===== src/rtl/wb_arbiter.sv =====
// Writeback arbiter: per-source result FIFOs drained round-robin into one
// registered writeback port toward the reorder buffer.
module wb_arbiter #(
    parameter int unsigned DATA          = 32,
    parameter int unsigned ROB_DEPTH     = 16,
    parameter int unsigned ROB           = $clog2(ROB_DEPTH),
    parameter int unsigned SRC           = 3,
    parameter int unsigned FIFO_DEPTH    = 4,
    parameter int unsigned EXP_W         = 4,
    parameter bit          CHK_PUSH_BUSY = 1'b1
) (
    input  logic                           clk,
    input  logic                           reset_,
    input  logic                           flush_,
    input  logic [SRC-1:0]                 src_e_,
    input  logic [SRC-1:0][ROB-1:0]        src_rob_id,
    input  logic [SRC-1:0][DATA-1:0]       src_data,
    input  logic [SRC-1:0]                 src_exp_,
    input  logic [SRC-1:0][EXP_W-1:0]      src_exp_code,
    input  logic [SRC-1:0]                 src_pred_miss_,
    input  logic [SRC-1:0]                 src_jump_miss_,
    output logic [SRC-1:0]                 src_busy,
    output logic                           wb_e_,
    output logic [ROB-1:0]                 wb_rob_id,
    output logic [DATA-1:0]                wb_data,
    output logic                           wb_exp_,
    output logic [EXP_W-1:0]               wb_exp_code,
    output logic                           wb_pred_miss_,
    output logic                           wb_jump_miss_
);

    localparam int unsigned PTR_W = $clog2(FIFO_DEPTH);
    localparam int unsigned CNT_W = PTR_W + 1;
    localparam int unsigned SRC_W = (SRC > 1) ? $clog2(SRC) : 1;

    typedef struct packed {
        logic [ROB-1:0]   rob_id;
        logic [DATA-1:0]  data;
        logic             exp_;
        logic [EXP_W-1:0] exp_code;
        logic             pred_miss_;
        logic             jump_miss_;
    } entry_t;

    localparam entry_t WB_RST = '{rob_id: '0, data: '0, exp_: 1'b1, exp_code: '0,
                                  pred_miss_: 1'b1, jump_miss_: 1'b1};

    entry_t             mem_q    [SRC][FIFO_DEPTH];
    entry_t             mem_d    [SRC][FIFO_DEPTH];
    logic [PTR_W-1:0]   wr_ptr_q [SRC];
    logic [PTR_W-1:0]   wr_ptr_d [SRC];
    logic [PTR_W-1:0]   rd_ptr_q [SRC];
    logic [PTR_W-1:0]   rd_ptr_d [SRC];
    logic [CNT_W-1:0]   cnt_q    [SRC];
    logic [CNT_W-1:0]   cnt_d    [SRC];
    logic [SRC_W-1:0]   rr_ptr_q, rr_ptr_d;
    logic [SRC-1:0]     busy_q, busy_d;
    entry_t             wb_q, wb_d;
    logic               wb_e_q, wb_e_d;

    entry_t             src_ent  [SRC];
    logic [SRC-1:0]     push, pop;
    logic               grant_vld;
    logic [SRC_W-1:0]   grant_idx;

    function automatic logic [SRC_W-1:0] wrap_idx(input logic [SRC_W-1:0] base,
                                                  input int unsigned off);
        return SRC_W'((32'(base) + off) % SRC);
    endfunction

    // Pack each source's inputs and qualify pushes against registered fullness
    always_comb begin
        for (int unsigned i = 0; i < SRC; i++) begin
            src_ent[i] = '{rob_id: src_rob_id[i], data: src_data[i], exp_: src_exp_[i],
                           exp_code: src_exp_code[i], pred_miss_: src_pred_miss_[i],
                           jump_miss_: src_jump_miss_[i]};
            push[i]    = !src_e_[i] && (cnt_q[i] != CNT_W'(FIFO_DEPTH));
        end
    end

    // Round-robin: first non-empty FIFO at or after rr_ptr_q
    always_comb begin
        grant_vld = 1'b0;
        grant_idx = '0;
        for (int unsigned k = 0; k < SRC; k++) begin
            if (!grant_vld && (cnt_q[wrap_idx(rr_ptr_q, k)] != '0)) begin
                grant_vld = 1'b1;
                grant_idx = wrap_idx(rr_ptr_q, k);
            end
        end
        for (int unsigned i = 0; i < SRC; i++) begin
            pop[i] = grant_vld && (grant_idx == SRC_W'(i));
        end
    end

    always_comb begin
        mem_d    = mem_q;
        wr_ptr_d = wr_ptr_q;
        rd_ptr_d = rd_ptr_q;
        cnt_d    = cnt_q;
        rr_ptr_d = rr_ptr_q;
        wb_d     = wb_q;
        wb_e_d   = 1'b1;
        busy_d   = '0;

        if (!flush_) begin
            for (int unsigned i = 0; i < SRC; i++) begin
                wr_ptr_d[i] = '0;
                rd_ptr_d[i] = '0;
                cnt_d[i]    = '0;
            end
            rr_ptr_d = '0;
        end else begin
            for (int unsigned i = 0; i < SRC; i++) begin
                if (push[i]) begin
                    mem_d[i][wr_ptr_q[i]] = src_ent[i];
                    wr_ptr_d[i]           = wr_ptr_q[i] + PTR_W'(1);
                end
                if (pop[i]) begin
                    rd_ptr_d[i] = rd_ptr_q[i] + PTR_W'(1);
                end
                cnt_d[i] = cnt_q[i] + CNT_W'(push[i]) - CNT_W'(pop[i]);
            end
            if (grant_vld) begin
                wb_d     = mem_q[grant_idx][rd_ptr_q[grant_idx]];
                wb_e_d   = 1'b0;
                rr_ptr_d = wrap_idx(grant_idx, 1);
            end
        end

        for (int unsigned i = 0; i < SRC; i++) begin
            busy_d[i] = (cnt_d[i] == CNT_W'(FIFO_DEPTH));
        end
    end

    always_ff @(posedge clk) begin
        if (!reset_) begin
            for (int unsigned i = 0; i < SRC; i++) begin
                wr_ptr_q[i] <= '0;
                rd_ptr_q[i] <= '0;
                cnt_q[i]    <= '0;
            end
            rr_ptr_q <= '0;
            busy_q   <= '0;
            wb_q     <= WB_RST;
            wb_e_q   <= 1'b1;
        end else begin
            wr_ptr_q <= wr_ptr_d;
            rd_ptr_q <= rd_ptr_d;
            cnt_q    <= cnt_d;
            rr_ptr_q <= rr_ptr_d;
            busy_q   <= busy_d;
            wb_q     <= wb_d;
            wb_e_q   <= wb_e_d;
        end
    end

    // Payload storage carries no reset; validity lives in the counters
    always_ff @(posedge clk) begin
        mem_q <= mem_d;
    end

    assign src_busy      = busy_q;
    assign wb_e_         = wb_e_q;
    assign wb_rob_id     = wb_q.rob_id;
    assign wb_data       = wb_q.data;
    assign wb_exp_       = wb_q.exp_;
    assign wb_exp_code   = wb_q.exp_code;
    assign wb_pred_miss_ = wb_q.pred_miss_;
    assign wb_jump_miss_ = wb_q.jump_miss_;

    generate
        if (CHK_PUSH_BUSY) begin : g_chk
            for (genvar i = 0; i < SRC; i++) begin : g_src
                a_no_push_busy: assert property (@(posedge clk) disable iff (!reset_ || !flush_)
                    !(!src_e_[i] && busy_q[i]));
            end
        end
    endgenerate

endmodule


===== config.mk =====
export PLATFORM = sky130hd
export DESIGN_NAME = wb_arbiter
export DESIGN_NICKNAME = d
export VERILOG_FILES = /design/src/rtl/wb_arbiter.sv
export SDC_FILE = /design/constraint.sdc
export NUM_CORES = 1
export LEC_CHECK = 0
export CAP_MARGIN = 15
export CORE_AREA = 2 2 207 209
export DETAILED_ROUTE_END_ITERATION = 8
export DIE_AREA = 0 0 209 211
export HOLD_SLACK_MARGIN = 0.02
export PLACE_DENSITY = 0.77
export SLEW_MARGIN = 20
export SYNTH_ARGS = -nofsm -noshare
export SYNTH_HDL_FRONTEND = slang
export SYNTH_SLANG_ARGS = --single-unit

===== constraint.sdc =====
create_clock -name clk -period 4.15 [get_ports clk]
set_input_delay 0.415 -clock clk [delete_from_list [all_inputs] [get_ports clk]]
set_output_delay 0.415 -clock clk [all_outputs]
set_load 0.02 [all_outputs]

==> results by group <==
Logic synthesis
  • Post-synth top area share: 68.13%
  • Mapped Nets: 1,531
  • YS warnings: 0
  • Synthesized instance count: 1,369
  • Synth Flop Type: edfxtp_1
  • Mapped cell area: 0.02274 mm²
  • Synth top cells by count: edfxtp_1, a22o_1, a221o_1
  • Flops & latches, synth: 586
  • Ranking of synthesized cells by area: edfxtp_1, a22o_1, dfxtp_1
  • Most frequent cell after synthesis: edfxtp_1
  • Async set-reset flop share out of synthesis: 0%
  • Avg Cell Area, Syn: 16.61 µm²
  • Area leader, netlist: edfxtp_1
  • EDFF count, synth: 516
  • Sequential area share after synthesis: 74.29%
  • Distinct cells, synth: 53

Clocking
  • Longest Clk Path Bufs: 3
  • CTS sink count: 586
  • Root Buffer: clkbuf_16
  • Clk Latency, worst-skew pair: roughly 610 ps
  • CTS resizes: 0
  • CTS tree: done
  • Postcts setup bufs: 0
  • CTS clk-pin slew, worst paths: 60 ps
  • Cts hold-fix bufs: 0
  • H-tree lvl count: 2
  • Total CTS buffers: 57

Placed design
  • Buffers on Ports: 181
  • Global placement routability congestion: 0.8092
  • Dpl cells: 2,019
  • Post-DP HPWL: 32,020 µm

Timing
  • Final setup vio count: 0
  • Post-layout min period: 3616 ps
  • Fin crit share: 87.14%
  • Worst Skew: 22.40 ps
  • Fin. max-slew vios: 0
  • RSZ-0062 raised after global routing: no
  • Final Hold Viols: 0
  • Worst slew pin tran: 1059 ps
  • Worst rel slew slack: 29.39%
  • Fmax achieved: 0.2765 GHz
  • Setup TNS Final: 0 ps

Die
  • Full die area: 0.04410 mm²
  • Die Height: roughly 210 µm
  • Core Area: 0.04176 mm²
  • Initial core utilization: 54.47%
  • Chip width: around 210 µm
  • IO Pins: 182
  • Site row count: 75

Worst setup path
  • Critical Path RT: approximately 4700 ps
  • Worst Setup End Kind: flop
  • Highest net fanout along the worst path: 10
  • CP Class: flop to flop
  • Worst endpoint data arrival time: 4130 ps
  • Startpoint types: flop

Power and ir drop
  • Logic gate share of total power: 34.5%
  • Power share of the clock group: 28.3%
  • Maximum VDD drop: 0.5910 mV
  • Seq pwr share: 37.3%
  • Leakage: roughly 9.6 nW
  • PwrDens: slightly below 700 mW/mm²
  • Sw Ratio: 32.89%
  • Internal: between 10 and 15 mW
  • Psw: 6.078 mW

Hold path
  • Worst hold path type: input port to flop

Global routing
  • Met3 usage: 4.758%
  • Overflow after GRT: 0
  • Top Usage Layer GRT: met2
  • Total track usage: 25.54%
  • Largest net degree at the start of global routing: 174
  • Number of global-route vias before repair: roughly 14,000
  • M1 GR Usage: about 33%
  • Initial antenna violation count: 10
  • First-pass GRT wire length: 83,840 µm
  • Met2 usage: a little over two fifths

Detailed routing
  • Final WL: 56,170 µm
  • Drt drc: 0
  • First-pass DRT Iterations: 5
  • Post-DRT Antenna Nets: 0
  • Vias per cell: ~6.3
  • Wire per inst: 26.34 µm
  • Initial drt markers: 1,175
  • DR vias: 13,534

Run
  • MaxCap Viol Count: 0

Final layout
  • Non-Filler Instances: 2,133
  • Final core utilization: 65.20%
  • Layout cell share with drive strength beyond 1: 11.09%
  • Layout net count: roughly 1,700
  • Layout area overhead: 19.71%

Run status
  • Status: finished clean
-- final timing paths --
kind                                      from           to  slack (ps)  cells past startpoint
worst max register to register     rr_ptr_q[1]  src_busy[0]         530                     15
worst min-delay path            src_rob_id[11]    mem_q[42]         440                      1
worst min register to register     wb_data[30]  wb_data[30]         450                      2
worst max-delay path               rr_ptr_q[1]  src_busy[0]         530                     15
-- placed cells by master, fill, tap and decap left out, drive strengths merged, types with 15 or more instances in the layout --
cell type / instances
buf: 33
a221o: 82
clkinv: 23
o211ai: 74
and3: 18
clkdlybuf4s50: 181
inv: 26
a22o: 166
ha: 24
edfxtp: 516
nand2: 49
nand3: 41
a21oi: 15
nor2: 24
a21o: 77
dfxtp: 70
clkbuf: 75
-- area by class of cell --
class                           count  area, µm²
Fill cell                        2803      14530
Clock buffer                       75       1585
Multi-Input combinational cell    656       5354
Inverter                           25      98.84
Timing Repair Buffer              214       2267
Tap cell                          539      674.4
Sequential cell                   586      16900
Antenna cell                        7      17.52
Clock inverter                     31      332.8
-- layer usage --
metal,up-vias,part of all wire [%]
met4,8,2.9
met2,664,50
met3,110,8.9
li1,5937,-
met5,-,0.12
met1,6815,38
-- flip-flops by register name (all words and copies together) (netlist names) --
register / flops
wb_data: 32
rr_ptr_q: 2
src_busy: 3
wb_exp_: 1
mem_q: 516
cnt_q: 9
wb_rob_id: 4
wb_exp_code: 4
rd_ptr_q: 6
wb_pred_miss_: 1
wb_jump_miss_: 1
wr_ptr_q: 6
wb_e_: 1
-- logic make-up after synthesis --
| group | after synthesis | share of synthesized area [%] |
|---|---|---|
| fa+ha+maj | 27 | 1.584 |
| flops | 586 | 74.29 |
| simple gates | 153 | 3.251 |
| compound gates | 456 | 17.62 |
| xor+xnor | 15 | 0.5776 |
| mux | 5 | 0.2201 |
| buf+inv | 127 | 2.459 |
-- per-stage QoR --
step / power [mW] / cell area [µm²] / setup slack [ps] / hold slack (ps)
after floorplan: 11.61 / 22740 / 550.1 / 477.5
after global placement: 13.09 / 25260 / 709.4 / 445.8
after detailed placement: 13.26 / 25260 / 559.7 / 445.0
after CTS: 18.50 / 27180 / 537.2 / 412.2
after global routing: 19.25 / 27220 / 234.1 / 441.0
final: 18.48 / 27230 / 533.5 / 436.1
-- worst max-delay path, cell delays in order, from the launching register on --
cell      delay [ps]
dfxtp_1          370
inv_1             80
ha_1             230
nor4_1           330
o221ai_1         190
mux2i_1          330
nand2_1          330
and2_1           270
ha_1             270
inv_1             50
ha_1             130
inv_1             50
fa_1             380
xor2_1           160
xnor2_1          150
a211oi_1         200
-- power groups by stage --
stage | registers (mW) | clock network, mW | logic [mW]
5_1_grt | 6.91 | 5.52 | 6.82
2_1_floorplan | 7.08 | 0 | 4.53
3_5_place_dp | 7.01 | 0 | 6.25
3_3_place_gp | 7.00 | 0 | 6.09
4_1_cts | 6.89 | 5.29 | 6.32
6_report | 6.89 | 5.22 | 6.37
Note: power is estimated with default switching activity, not from simulation.
